## src/rtl/fetch_sequencer.sv

```systemverilog
// Fetch-stage controller: owns the PC, issues one outstanding imem request, buffers one instruction.
// Optional feature macro: FETCH_MISALIGN_TRAP_EN (misaligned redirect targets trap instead of being truncated).
module fetch_sequencer #(
    parameter logic [31:0] RESET_VECTOR = 32'h0000_0000,
    parameter logic [31:0] TRAP_VECTOR  = 32'h0000_0100
) (
    input  logic        clk,
    input  logic        reset_n,
    input  logic        trap_valid,
    input  logic        redirect_valid,
    input  logic [31:0] redirect_pc,
    input  logic        stall,
    output logic        imem_req_valid,
    output logic [31:0] imem_req_addr,
    input  logic        imem_req_ready,
    input  logic        imem_rsp_valid,
    input  logic [31:0] imem_rsp_data,
    output logic        inst_valid,
    output logic [31:0] inst,
    output logic [31:0] inst_pc,
    output logic [31:0] pc,
    output logic        misalign_exc
);

    localparam int unsigned XLEN = 32;

    typedef enum logic [1:0] {
        ST_BOOT    = 2'd0,
        ST_REQ     = 2'd1,
        ST_WAIT    = 2'd2,
        ST_DISCARD = 2'd3
    } state_e;

    state_e          state_q;
    logic [XLEN-1:0] pc_q;
    logic [XLEN-1:0] addr_q;
    logic [XLEN-1:0] inst_q;
    logic [XLEN-1:0] inst_pc_q;
    logic            inst_valid_q;
    logic            misalign_q;

    logic            handshake_c;
    logic            consume_c;
    logic            redir_c;
    logic            misalign_c;
    logic [XLEN-1:0] target_c;

    // Request only when the buffer is free now or is being drained this cycle.
    assign imem_req_valid = (state_q == ST_REQ) && (!inst_valid_q || !stall);
    assign handshake_c    = imem_req_valid && imem_req_ready;
    assign consume_c      = inst_valid_q && !stall;
    assign redir_c        = trap_valid || redirect_valid;

`ifdef FETCH_MISALIGN_TRAP_EN
    assign misalign_c = redirect_valid && !trap_valid && (redirect_pc[1:0] != 2'b00);
    assign target_c   = (trap_valid || misalign_c) ? TRAP_VECTOR : redirect_pc;
`else
    assign misalign_c = 1'b0;
    assign target_c   = trap_valid ? TRAP_VECTOR : (redirect_pc & 32'hFFFF_FFFC);
`endif

    always_ff @(posedge clk or negedge reset_n) begin
        if (!reset_n) begin
            state_q      <= ST_BOOT;
            pc_q         <= RESET_VECTOR;
            addr_q       <= '0;
            inst_q       <= '0;
            inst_pc_q    <= '0;
            inst_valid_q <= 1'b0;
            misalign_q   <= 1'b0;
        end else begin
            misalign_q <= misalign_c;
            if (consume_c) begin
                inst_valid_q <= 1'b0;
            end
            if (redir_c) begin
                pc_q         <= target_c;
                inst_valid_q <= 1'b0;
            end
            case (state_q)
                ST_BOOT: begin
                    state_q <= ST_REQ;
                end
                ST_REQ: begin
                    if (redir_c) begin
                        state_q <= handshake_c ? ST_DISCARD : ST_REQ;
                    end else if (handshake_c) begin
                        addr_q  <= pc_q;
                        state_q <= ST_WAIT;
                    end
                end
                ST_WAIT: begin
                    // A response coinciding with the redirect is the stale one; nothing left to drop.
                    if (redir_c) begin
                        state_q <= imem_rsp_valid ? ST_REQ : ST_DISCARD;
                    end else if (imem_rsp_valid) begin
                        inst_q       <= imem_rsp_data;
                        inst_pc_q    <= addr_q;
                        inst_valid_q <= 1'b1;
                        pc_q         <= pc_q + 32'd4;
                        state_q      <= ST_REQ;
                    end
                end
                ST_DISCARD: begin
                    if (imem_rsp_valid) begin
                        state_q <= ST_REQ;
                    end
                end
                default: begin
                    state_q <= ST_BOOT;
                end
            endcase
        end
    end

    assign imem_req_addr = pc_q;
    assign pc            = pc_q;
    assign inst          = inst_q;
    assign inst_pc       = inst_pc_q;
    assign inst_valid    = inst_valid_q;
    assign misalign_exc  = misalign_q;

endmodule
```

## config.mk

```make
export PLATFORM = sky130hd
export DESIGN_NAME = fetch_sequencer
export DESIGN_NICKNAME = d
export VERILOG_FILES = /design/src/rtl/fetch_sequencer.sv
export SDC_FILE = /design/constraint.sdc
export NUM_CORES = 1
export LEC_CHECK = 0
export ABC_AREA = 1
export BUFFER_PORTS_ARGS = -buffer_cell sky130_fd_sc_hd__buf_2
export CAP_MARGIN = 10
export CORE_MARGIN = 2
export CORE_UTILIZATION = 53
export CTS_BUF_LIST = sky130_fd_sc_hd__clkbuf_8
export DETAILED_ROUTE_END_ITERATION = 10
export PLACE_DENSITY = 0.85
export SLEW_MARGIN = 20
export SYNTH_ARGS = -nofsm -noshare
export SYNTH_HDL_FRONTEND = slang
export SYNTH_SLANG_ARGS = --single-unit
```

## constraint.sdc

```tcl
create_clock -name clk -period 2 [get_ports clk]
set_input_delay 0.2 -clock clk [delete_from_list [all_inputs] [get_ports clk]]
set_output_delay 0.2 -clock clk [all_outputs]
set_load 0.005 [all_outputs]
```

==> qor.yml <==
outcome: "complete, no violations"
async_reset_ff_share_pct: 100
die_area_mm2: 0.0131
cp.required_ps: 2340
p_int_mw: 4.38
start_kind: "flop"
rr_worst_depth: 7
crit_family: "simple AND/OR/NAND/NOR gates"
clkTransAtPathRegs_ps: 80
synth_cell_types: 39
synthMuxAreaShare_pct: 0
place_hpwl_mm: 12.2
seqPwrFrac_pct: 51.7
first_pass_iters: 6
reg2reg_slack_ps: 220
end_kind: "flop"
cp_max_fo: 7
post_drt_wl_per_cell_um: 15.4
fmaxAchievable_mhz: 562
synth_area_per_cell_um2: 7.78
ys_ff_latch: 131
multi_input_area_mm2: 0.00245
grt_pass1_vias: 5873
clockPowerShare_pct: 31.1
drt-total-wl_mm: 18.6
vdd_drop_max_v: 0.000699
rows: 40
synth_area_leaders: "dfrtp_1 51%, nand2_1 17%, o21ai_0 7.3%, inv_1 4.8%, buf_4 4.3%"
synth_top_family_by_area: "simple AND/OR/NAND/NOR gates"
cts_tree: "yes"
cts-htree-levels: 4
fin_util_pct: 68.8
p_total_mw: 6.26
synthXorXnorAreaFrac_pct: 0.136
setup_tns_ps: 0
whs_ps: 25.1
powerDensity_mw_per_mm2: 761
cp_cell_sequence: "nand2_1 -> nor2_1 -> nand2_1 -> nor2_1 -> o21ai_0 -> a21oi_1 -> o21ai_0"
worstSkewPairLatency_ps: 450
seq_area_mm2: 0.00328
pin_count: 202
track_usage_pct: 29.2
drv_slew: 0
synth_top_area_share_pct: 50.8
place_inst: 1128
p_leak_nw: 4.38
cts.sinks: 131
fin_crit_sh_pct: 89.0
setup_viol: 0
finClkSkew_ps: 10.2
final-hold-violation-count: 0
drt_iter0_markers: 618
layout_common_cells: "301 x nand2_1, 197 x buf_2, 131 x dfrtp_1"
coreArea_mm2: 0.0120
place_congestion: 0.924
pwr-share-comb_pct: 17.2
r2r-end: "imem_req_addr[11]$_DFF_PN0_"
yosys.area_share.adder_pct: 0.194
hold-path-cell-count: 3
layout.nets: 1120
arrival_ps: 2120
vias: 6378
portBuffers: 198
min_from: "stall"
place_area_mm2: 0.00741
netlist_area_mm2: 0.00646
cts_max_path_buffers: 2
switching_power_mw: 1.88
critPathMaxStageDelay_ps: 490
rsz0062_at_grt: "false"
hp-class: "in -> reg"
routed_via_density: 5.28
yosys.area_share.simple_pct: 26.9
switching_share_pct: 30.1
fillerInstances: 917
syn_nets: 902
crit_buf_inv: 0
drc: 0
ys_seq_area_share_pct: 50.8
areaGrowthSynthToFinish_pct: 27.4
dp_slack_ps: 286
start_util_pct: 54.0
final.min_clock_period_ps: 1780
drive_above_1_share_pct: 24.5
syn_inst: 830
cts-root-buf: "clkbuf_8"
overflow: 0
layout.cells.non_filler: 1208
cp-startpoint: "imem_req_addr[7]$_DFF_PN0_"
antenna_found_initial: 0
fin_area_mm2: 0.00823
cts_buffers: 17
cp.depth: 7
crit_path_end: "imem_req_addr[11]$_DFF_PN0_"
fin_ws_ps: 221
synth_flop_cell: "dfrtp_1"
grt_start_max_net_pins: 67
crit_type: "reg -> reg"
maxCapViolCount: 0
layout_commonest_cell: "nand2_1"
synth-edff-count: 0
n_antenna_cell: 0
fp.dieH_um: 114
grt_first_pass_wirelength_mm: 29.3
dieWidth_um: 114
drtAntennaViolNets: 0
yosysWarnings: 0
crit_slowest_cell: "dfrtp_1"
yosysTopAreaCell: "dfrtp_1"
synth_compound_area_share_pct: 10.6
r2r_start: "imem_req_addr[7]$_DFF_PN0_"
-- power by group through the flow --
| stage | Sequential [mW] | Clock [mW] | Combinational [mW] |
|---|---|---|---|
| after global placement | 3.25 | 0 | 0.943 |
| final | 3.24 | 1.95 | 1.08 |
| after CTS | 3.22 | 1.97 | 1.06 |
| after detailed placement | 3.27 | 0 | 0.978 |
| after global routing | 3.28 | 2.12 | 1.22 |
| after floorplan | 3.26 | 0 | 0.502 |
-- state kept, by name, indices dropped and copies added (netlist names) --
signal,flops
addr_q,32
imem_req_addr,32
inst,32
inst_pc,32
inst_valid,1
state_q,2
-- layout make-up --
class	count	share of cell area [%]
sequential	131	39.8
multi-input combinational	550	29.8
timing repair buffer	263	20.1
inverter	85	3.88
clock buffer	18	3.01
tap	147	2.24
clock inverter	14	1.13
-- tightest hold or removal path, cell delays in order --
cell and delay (ps):
buf_2 100, nand2_1 80, a21oi_1 60
-- Yosys cell counts (6+ instances only) --
cell / n
nand2_1: 301
dfrtp_1: 131
o21ai_0: 94
inv_1: 83
nor2_1: 46
buf_4: 37
nand3_1: 36
a21oi_1: 13
buf_2: 11
clkbuf_1: 10
nand4_1: 9
o21ai_1: 8
nor3_1: 6
o211ai_1: 6
-- worst min path at each step --
stage / end / slack [ps]
2_1_floorplan: addr_q[0]$_DFFE_PN0P_ / -100
3_3_place_gp: inst[15]$_DFFE_PN0P_ / 170
3_5_place_dp: inst[15]$_DFFE_PN0P_ / 170
4_1_cts: imem_req_addr[25]$_DFF_PN0_ / 3
5_1_grt: imem_req_addr[25]$_DFF_PN0_ / 10
6_report: inst_valid$_DFF_PN0_ / 30
-- metal layers --
layer | wire length, µm | global-route usage [%]
met1 | 7760 | 36.9
met2 | 8880 | 46.9
met3 | 1410 | 8.47
met4 | 569 | 12.6
met5 | 0 | 0
-- cells by family (layout without fill, tap and decap cells) --
group / count (synthesis) / after routing
AO/OA/AOI/OAI: 129 / 129
XOR/XNOR: 1 / 1
adder cells (fa/ha/maj): 1 / 1
buffers and inverters: 149 / 380
flip-flops: 131 / 131
other: 1 / 1
AND/OR/NAND/NOR: 418 / 418
-- what timing repair did --
item	4_1_cts	5_1_grt
hold buffers	48	0
gates resized for setup	0	0
buffers inserted	0	0
hold endpoints to repair	95	0
Power figures use the tool's default switching activity.
